### src/rtl/mc_pkg.sv
// Shared encodings for the multi-cycle MIPS controller: FSM states,
// opcode/funct values, datapath select codes and decoder class indices.
package mc_pkg;

  typedef enum logic [2:0] {
    S_IDLE   = 3'd0,
    S_FETCH  = 3'd1,
    S_DECODE = 3'd2,
    S_EXEC   = 3'd3,
    S_MEM    = 3'd4,
    S_WB     = 3'd5,
    S_HALT   = 3'd6
  } state_t;

  localparam logic [5:0] OP_RTYPE = 6'h00;
  localparam logic [5:0] OP_J     = 6'h02;
  localparam logic [5:0] OP_JAL   = 6'h03;
  localparam logic [5:0] OP_BEQ   = 6'h04;
  localparam logic [5:0] OP_ORI   = 6'h0D;
  localparam logic [5:0] OP_LUI   = 6'h0F;
  localparam logic [5:0] OP_LW    = 6'h23;
  localparam logic [5:0] OP_SW    = 6'h2B;

  localparam logic [5:0] FN_NOP  = 6'h00;
  localparam logic [5:0] FN_JR   = 6'h08;
  localparam logic [5:0] FN_ADDU = 6'h21;
  localparam logic [5:0] FN_SUBU = 6'h23;

  localparam logic [2:0] ALU_ADD = 3'd0;
  localparam logic [2:0] ALU_SUB = 3'd1;
  localparam logic [2:0] ALU_OR  = 3'd2;
  localparam logic [2:0] ALU_LUI = 3'd3;

  localparam logic [1:0] NPC_PC4    = 2'd0;
  localparam logic [1:0] NPC_BRANCH = 2'd1;
  localparam logic [1:0] NPC_JUMP   = 2'd2;
  localparam logic [1:0] NPC_RS     = 2'd3;

  localparam logic [1:0] DST_RT = 2'd0;
  localparam logic [1:0] DST_RD = 2'd1;
  localparam logic [1:0] DST_RA = 2'd2;

  localparam logic [1:0] WD_ALU  = 2'd0;
  localparam logic [1:0] WD_MEM  = 2'd1;
  localparam logic [1:0] WD_LINK = 2'd2;

  // Bit positions in the decoder's one-hot class vector.
  localparam int NCLS     = 11;
  localparam int CLS_ADDU = 0;
  localparam int CLS_SUBU = 1;
  localparam int CLS_NOP  = 2;
  localparam int CLS_JR   = 3;
  localparam int CLS_ORI  = 4;
  localparam int CLS_LUI  = 5;
  localparam int CLS_LW   = 6;
  localparam int CLS_SW   = 7;
  localparam int CLS_BEQ  = 8;
  localparam int CLS_J    = 9;
  localparam int CLS_JAL  = 10;

endpackage

### src/rtl/mc_decoder.sv
// Combinational instruction classifier: opcode/funct to a one-hot class
// vector; anything outside the supported set leaves every bit clear.
module mc_decoder
  import mc_pkg::*;
(
  input  logic [5:0]      opcode,
  input  logic [5:0]      funct,
  output logic [NCLS-1:0] cls,
  output logic            legal
);

  always_comb begin
    cls = '0;
    case (opcode)
      OP_RTYPE: begin
        case (funct)
          FN_ADDU: cls[CLS_ADDU] = 1'b1;
          FN_SUBU: cls[CLS_SUBU] = 1'b1;
          FN_NOP:  cls[CLS_NOP]  = 1'b1;
          FN_JR:   cls[CLS_JR]   = 1'b1;
          default: ;
        endcase
      end
      OP_ORI:  cls[CLS_ORI] = 1'b1;
      OP_LUI:  cls[CLS_LUI] = 1'b1;
      OP_LW:   cls[CLS_LW]  = 1'b1;
      OP_SW:   cls[CLS_SW]  = 1'b1;
      OP_BEQ:  cls[CLS_BEQ] = 1'b1;
      OP_J:    cls[CLS_J]   = 1'b1;
      OP_JAL:  cls[CLS_JAL] = 1'b1;
      default: ;
    endcase
  end

  assign legal = |cls;

endmodule

### src/rtl/mc_controller.sv
// Multi-cycle MIPS sequencer with shared-bus handshake, bus timeout and trap.
// Define MC_INSTRET_EN to build the retired-instruction counter on instret.
module mc_controller
  import mc_pkg::*;
#(
  parameter int unsigned BUS_TIMEOUT = 255
)
(
  input  logic        clk,
  input  logic        reset,
  input  logic [5:0]  opcode,
  input  logic [5:0]  funct,
  input  logic        alu_zero,
  input  logic        bus_ack,
  output logic        bus_req,
  output logic        bus_we,
  output logic        bus_is_data,
  output logic        pc_we,
  output logic [1:0]  npc_sel,
  output logic        ir_we,
  output logic        reg_we,
  output logic [1:0]  reg_dst,
  output logic [1:0]  wd_sel,
  output logic        alu_src_b,
  output logic [2:0]  alu_op,
  output logic        ext_op,
  output logic [2:0]  state,
  output logic        trap,
  output logic        bus_err,
  output logic [31:0] instret
);

  state_t            r_state, w_next;
  logic [31:0]       r_cnt;
  logic              r_trap, r_bus_err;
  logic [NCLS-1:0]   w_cls;
  logic              w_legal, w_limit, w_stall;
  logic [2:0]        w_arith_op;
  logic              w_arith_srcb;

  mc_decoder u_dec (
    .opcode (opcode),
    .funct  (funct),
    .cls    (w_cls),
    .legal  (w_legal)
  );

  // r_cnt holds the stall cycles already spent, so the limit fires on the
  // BUS_TIMEOUT-th unacknowledged request cycle.
  assign w_limit = (BUS_TIMEOUT != 0) && (r_cnt == BUS_TIMEOUT - 1);
  assign w_stall = bus_req && !bus_ack;

  always_comb begin
    w_arith_op   = ALU_ADD;
    w_arith_srcb = 1'b0;
    if (w_cls[CLS_SUBU]) begin
      w_arith_op = ALU_SUB;
    end else if (w_cls[CLS_ORI]) begin
      w_arith_op   = ALU_OR;
      w_arith_srcb = 1'b1;
    end else if (w_cls[CLS_LUI]) begin
      w_arith_op   = ALU_LUI;
      w_arith_srcb = 1'b1;
    end
  end

  always_comb begin
    w_next      = r_state;
    bus_req     = 1'b0;
    bus_we      = 1'b0;
    bus_is_data = 1'b0;
    pc_we       = 1'b0;
    npc_sel     = NPC_PC4;
    ir_we       = 1'b0;
    reg_we      = 1'b0;
    reg_dst     = DST_RT;
    wd_sel      = WD_ALU;
    alu_src_b   = 1'b0;
    alu_op      = ALU_ADD;
    ext_op      = 1'b0;
    case (r_state)
      S_IDLE: w_next = S_FETCH;
      S_FETCH: begin
        bus_req = 1'b1;
        if (bus_ack) begin
          ir_we  = 1'b1;
          pc_we  = 1'b1;
          w_next = S_DECODE;
        end else if (w_limit) begin
          w_next = S_HALT;
        end
      end
      S_DECODE: begin
        if (!w_legal) begin
          w_next = S_HALT;
        end else if (w_cls[CLS_J]) begin
          pc_we   = 1'b1;
          npc_sel = NPC_JUMP;
          w_next  = S_FETCH;
        end else if (w_cls[CLS_JR]) begin
          pc_we   = 1'b1;
          npc_sel = NPC_RS;
          w_next  = S_FETCH;
        end else if (w_cls[CLS_JAL]) begin
          w_next = S_WB;
        end else begin
          w_next = S_EXEC;
        end
      end
      S_EXEC: begin
        if (w_cls[CLS_BEQ]) begin
          alu_op = ALU_SUB;
          if (alu_zero) begin
            pc_we   = 1'b1;
            npc_sel = NPC_BRANCH;
          end
          w_next = S_FETCH;
        end else if (w_cls[CLS_LW] || w_cls[CLS_SW]) begin
          alu_op    = ALU_ADD;
          alu_src_b = 1'b1;
          ext_op    = 1'b1;
          w_next    = S_MEM;
        end else if (w_cls[CLS_NOP]) begin
          w_next = S_FETCH;
        end else begin
          alu_op    = w_arith_op;
          alu_src_b = w_arith_srcb;
          w_next    = S_WB;
        end
      end
      S_MEM: begin
        bus_req     = 1'b1;
        bus_is_data = 1'b1;
        bus_we      = w_cls[CLS_SW];
        alu_op      = ALU_ADD;
        alu_src_b   = 1'b1;
        ext_op      = 1'b1;
        if (bus_ack) begin
          w_next = w_cls[CLS_SW] ? S_FETCH : S_WB;
        end else if (w_limit) begin
          w_next = S_HALT;
        end
      end
      S_WB: begin
        reg_we = 1'b1;
        w_next = S_FETCH;
        if (w_cls[CLS_JAL]) begin
          reg_dst = DST_RA;
          wd_sel  = WD_LINK;
          pc_we   = 1'b1;
          npc_sel = NPC_JUMP;
        end else if (w_cls[CLS_LW]) begin
          wd_sel = WD_MEM;
        end else begin
          alu_op    = w_arith_op;
          alu_src_b = w_arith_srcb;
          if (w_cls[CLS_ADDU] || w_cls[CLS_SUBU]) reg_dst = DST_RD;
        end
      end
      S_HALT: ;
      default: w_next = S_HALT;
    endcase
  end

  always_ff @(posedge clk or negedge reset) begin
    if (!reset) begin
      r_state   <= S_IDLE;
      r_cnt     <= '0;
      r_trap    <= 1'b0;
      r_bus_err <= 1'b0;
    end else begin
      r_state <= w_next;
      r_cnt   <= w_stall ? r_cnt + 32'd1 : '0;
      if (r_state == S_DECODE && !w_legal) r_trap <= 1'b1;
      if (w_stall && w_limit) r_bus_err <= 1'b1;
    end
  end

  assign state   = r_state;
  assign trap    = r_trap;
  assign bus_err = r_bus_err;

`ifdef MC_INSTRET_EN
  logic [31:0] r_instret;

  always_ff @(posedge clk or negedge reset) begin
    if (!reset) begin
      r_instret <= '0;
    end else if (w_next == S_FETCH &&
                 (r_state == S_DECODE || r_state == S_EXEC ||
                  r_state == S_MEM    || r_state == S_WB)) begin
      r_instret <= r_instret + 32'd1;
    end
  end

  assign instret = r_instret;
`else
  assign instret = '0;
`endif

endmodule

### config.mk
export PLATFORM = sky130hd
export DESIGN_NAME = mc_controller
export DESIGN_NICKNAME = d
export VERILOG_FILES = /design/src/rtl/mc_pkg.sv /design/src/rtl/mc_decoder.sv /design/src/rtl/mc_controller.sv
export SDC_FILE = /design/constraint.sdc
export NUM_CORES = 1
export LEC_CHECK = 0
export CAP_MARGIN = 20
export CORE_UTILIZATION = 40
export CTS_CLUSTER_SIZE = 25
export DETAILED_ROUTE_END_ITERATION = 16
export PLACE_DENSITY_LB_ADDON = 0.25
export SYNTH_ARGS = -nofsm -noshare
export SYNTH_HDL_FRONTEND = slang
export SYNTH_HIERARCHICAL = 1
export SYNTH_SLANG_ARGS = --single-unit
### constraint.sdc
create_clock -name clk -period 8.2 [get_ports clk]
set_input_delay 1.64 -clock clk [delete_from_list [all_inputs] [get_ports clk]]
set_output_delay 1.64 -clock clk [all_outputs]
set_load 0.05 [all_outputs]
# After elaboration in Yosys (flattened, before gate mapping)
# Cells that the tools add are included.
# W data, S select, Z words.
# classes
add_sub_neg	1
muxes	73
n_eq_ne	17
reduce_logical	13
# op_table
cell	n
$mux W3	17
$mux W1	38
$add A32 B1 Y32 const B	1
$eq A32 B8 Y1 const B	1
$mux W32	1
$eq A6 B6 Y1 const B	4
$mux W2	10
$eq A6 B4 Y1 const B	3
$pmux W3 S6	1
$eq A6 B2 Y1 const B	2
$logic_not A6 Y1	2
$reduce_or A11 Y1	1
$eq A3 B3 Y1 const B	3
$eq A3 B2 Y1 const B	2
$eq A6 B3 Y1 const B	1
$pmux W2 S3	1
$pmux W3 S2	1
$mux W4	1
$pmux W1 S4	1
$reduce_or A2 Y1	2
$eq A3 B1 Y1 const B	1
$logic_and A1 B1 Y1	3
$logic_not A3 Y1	1
$pmux W1 S3	1
3 further kinds	5
# totals
input_bits	16
reg_bits	37
out_inout_bits	54
word_cells	108

# Logic depth before layout (Yosys ltp)
# depth
word_depth	9
depth_mapped	8
mapped_depth_nobuf	7

# Modules after synthesis
# Netlist, hierarchy kept.
# by_module_without_submodules
mod	area_per_inst_um2	n_inst	cells_per_inst	seq_area_each_um2
mc_controller	2531.2	1	296	925.9
mc_decoder	216.5	1	34	0.0

# Least setup slack after synthesis
# Ideal clock, no wire load.
# synth_timing
path_type	input-to-output
startpoint	input opcode[3]
endpoint	output pc_we
path_slack_ns	1.977
t_required_ns	6.560
path_buffers	0
t_arrival_ns	4.583
path_stages	6
cell_sequence	or4_4 or3_4 o211ai_1 nand2_1 o21ai_0 o21bai_1
# synth_via
word_cells_on_any_way	23
cone_classes	7 x eq/ne; 14 x mux; 2 x reduce/logical
# synth_rtl
element	line	rtl
from (decl)	mc_controller.sv:11	input logic [5:0] opcode,
$eq A6 B6 Y1, or another cell as far along	mc_decoder.sv:14	case (opcode)
$mux W1 or $mux W4 (tied branches)	mc_decoder.sv:14	
$reduce_or A11 Y1 *	mc_decoder.sv:35	assign legal = |cls;
net w_legal	mc_controller.sv:37	logic w_legal, w_limit, w_stall;
$mux W1 *	mc_controller.sv:94	if (!w_legal) begin
$pmux W1 S4 *	mc_controller.sv:81	case (r_state)
to (decl)	mc_controller.sv:18	output logic pc_we,
# The timed path passes the listed nets; every way through them passes the cells marked *.

# Worst setup path in the final report
# layout_timing
startpoint	input opcode[2]
endpoint	output pc_we
# layout_via
elab_chain_len	6
word_cells_on_any_way	23
cone_classes	7 x eq/ne; 14 x mux; 2 x reduce/logical
# layout_lines
element	line	rtl
$logic_not A6 Y1 *	mc_decoder.sv:14	
$mux W4 *	mc_decoder.sv:14	
net w_cls[3]	mc_controller.sv:36	logic [NCLS-1:0] w_cls;
$mux W1	mc_controller.sv:100	end else if (w_cls[CLS_JR]) begin
$mux W1	mc_controller.sv:96	end else if (w_cls[CLS_J]) begin
$mux W1 *	mc_controller.sv:94	
$pmux W1 S4 *	mc_controller.sv:81	
# Marks and branches as above.

==> summary.txt <==
Timing
  • Final setup margin: between 1.5 and 2 ns
  • Worst-case clock skew: about 0.0054 ns
  • Relative slew slack: between 30% and 40%
  • Final period util: between 70% and 80%
  • Max-slew violations: 0
  • FMAX: 0.155 GHz
  • # setup viols final: 0
  • Setup_tns: 0 ns
  • RSZ-0062 raised after global routing: no
  • Slew @ Worst Pin: 0.928 ns
  • Hold violation count in the final report: 0
  • Final min period: ~6.5 ns

CTS
  • Sink Count: 37
  • Post-CTS resize count: 0
  • Post-CTS Setup Inserts: 0
  • Reg clk slew, reported paths: 0.07 ns
  • TritonCTS Buffers: 5
  • Cts hold-fix bufs: 0
  • CTS Root Cell: clkbuf_8
  • Skew-Pair Late Insertion Delay: about 0.29 ns
  • Deepest level of the CTS H-tree: 2
  • Clock buffer depth: 2
  • CTS tree: built

Min path
  • Hold Crit Class: flip-flop to flip-flop

Setup path
  • Arrival time worst endpoint: 4.83 ns
  • Crit. End Element: output pin
  • Critical path class: primary input to output pin
  • Startpoint class of the critical path: primary input
  • Worst EP required: 6.56 ns
  • Top fanout value on the critical path: 8
  • R2r setup slk: about 5.8 ns

Logic synthesis
  • Seq cells post-synth: 37
  • Yosys cell types: 47
  • Top cells by area, synth: dfrtp_1 34%, buf_4 9.3%, a21oi_1 4.0%, or4_1 3.8%, nor2_1 3.6%
  • Register area share after synthesis: roughly a third
  • Proportion of netlist area held by the largest area contributor: roughly a third
  • Avg Cell Area, Syn: around 8.3 µm²
  • Post-synth ARST share: 100%
  • EDFF count, synth: 0
  • YS warnings: 6
  • Leading area contributor after synthesis: dfrtp_1
  • Most frequent cells after synthesis: 37 x dfrtp_1, 34 x buf_4, 26 x nor2_1
  • Most common flop cell mapped by yosys: dfrtp_1
  • Area of the mapped netlist: roughly 2700 µm²
  • Synthesized instance count: 330
  • Most common cell in the netlist: dfrtp_1

Power
  • Pwr/cell area: 212 nW/µm²
  • Peak supply drop: ~0.082 mV
  • P_leak: approximately 1.2 nW

Cells and area
  • ANT cells: 0
  • Area growth syn-to-layout: 13.0%
  • Fraction of final layout cells sized beyond drive strength 1: 4.48%
  • Layout Cells excl Fill: between 400 and 500
  • Final net count: 375
  • Footprint of the multi-input gates: around 1600 µm²
  • Final Util: between 40% and 50%
  • Reg area: roughly 930 µm²
  • Filler Cell Count: between 600 and 700

Die
  • Height of the die: between 80 and 90 µm
  • Io pins: 70
  • Core area: roughly 6500 µm²
  • Initial Util: a little over two fifths
  • Row count: 29
  • Die Wd: roughly 85 µm
  • Full die area: around 7200 µm²

Route
  • Vias: 2509
  • DRC Markers: 8
  • DRT Pass-1 Iters: 10
  • WL/cell: approximately 14 µm
  • Initial DRC count: between 200 and 250
  • Final wirelength: 5.96 mm
  • Final ANT Viol Nets: 0
  • Vias/cell: 5.78

Outcome
  • Status: complete, but fails checks
  • Failing checks: DRC

Global routing
  • Initial antenna violation count: 0
  • Vias in the first global route: about 2200
  • Global route overflow: 0
  • First-pass GRT wire length: between 10 and 15 mm
  • Largest net degree at the start of global routing: 38
  • Tot GR Track Use: between 15 and 20%

Placement
  • Pre-CTS worst setup slack: about 1.8 ns
  • Post-DP HPWL: around 4.2 mm
  • Placed instance count: 426
  • PortBufs: 36
  • Global placer's final weighted congestion: slightly below 0.9

Run
  • Max cap viols: 0
-- placed cells by master (no fill, tap or decap), types with 4 or more instances in the layout --
cell type | netlist | layout
a21o_1 | 5 | 5
a21oi_1 | 22 | 22
and2_1 | 8 | 8
and4_1 | 4 | 4
clkbuf_8 | 0 | 6
clkdlybuf4s50_1 | 0 | 35
conb_1 | 1 | 33
dfrtp_1 | 37 | 37
inv_1 | 11 | 11
nand2_1 | 16 | 16
nand3_1 | 13 | 13
nand3b_1 | 6 | 6
nand4_1 | 11 | 11
nor2_1 | 26 | 26
nor3_1 | 9 | 9
nor3b_1 | 5 | 5
nor4_1 | 14 | 14
o21ai_0 | 15 | 15
o31ai_1 | 13 | 13
or3_1 | 7 | 7
or4_1 | 14 | 14
xnor2_1 | 10 | 10
-- routing by layer --
metal	wire length [µm]	GRT usage [%]	vias up
met1	2870	23.7	1204
met5	0	0	-
met3	261	3.40	12
met2	2720	27.6	86
li1	-	-	1207
met4	114	7.24	0
-- power breakdown --
part           internal, mW  total, mW  switching, mW
sequential            0.194      0.224         0.0297
clock                0.0667      0.127         0.0608
combinational         0.100      0.306          0.206
total                 0.361      0.658          0.297
-- final timing paths --
path | to | start | cells past startpoint
max | pc_we | opcode[2] | 8
min | trap | trap | 1
max reg2reg | r_cnt[24] | r_cnt[12] | 4
min reg2reg | trap | trap | 1
max in group asynchronous | r_cnt[5] | reset | 1
min in group asynchronous | r_cnt[27] | reset | 1
-- state kept, by name, indices dropped and copies added, names as in the netlist --
register	flops
bus_err	1
r_cnt	32
trap	1
state	3
-- kinds of logic (layout without fill, tap and decap cells) --
family                   Yosys count  after routing  share of synthesized area (%)
adder cells (fa/ha/maj)            2              2                          0.911
AO/OA/AOI/OAI                     66             66                           14.8
other                              1             33                          0.136
AND/OR/NAND/NOR                  152            152                           33.1
XOR/XNOR                          11             11                           3.51
buffers and inverters             60             55                           13.4
flip-flops                        37             37                           33.7
multiplexers                       1              1                          0.410
-- cell type report --
type / instances / share of cell area, %
multi-input combinational: 265 / 50.6
tap: 77 / 3.10
inverter: 11 / 1.33
clock buffer: 7 / 2.78
sequential: 37 / 29.8
timing repair buffer: 37 / 12.3
-- critical path, cell delays in order --
cell	delay, ns
clkdlybuf4s50_1	0.52
or4_4	0.59
or3_4	0.37
nor4_1	0.33
nor2_1	0.15
o21ai_0	0.27
o21bai_1	0.15
clkdlybuf4s50_1	0.81
-- metrics by stage --
stage | power (mW) | instance area [µm²] | hold WS, ns
CTS | 0.649 | 3080 | 0.462
global route | 0.695 | 3110 | 0.474
detailed placement | 0.520 | 2990 | 0.445
finish | 0.658 | 3110 | 0.458
global placement | 0.520 | 2990 | 0.438
floorplan | 0.453 | 2870 | 0.491
No activity file was read; power rests on OpenSTA's default activity.
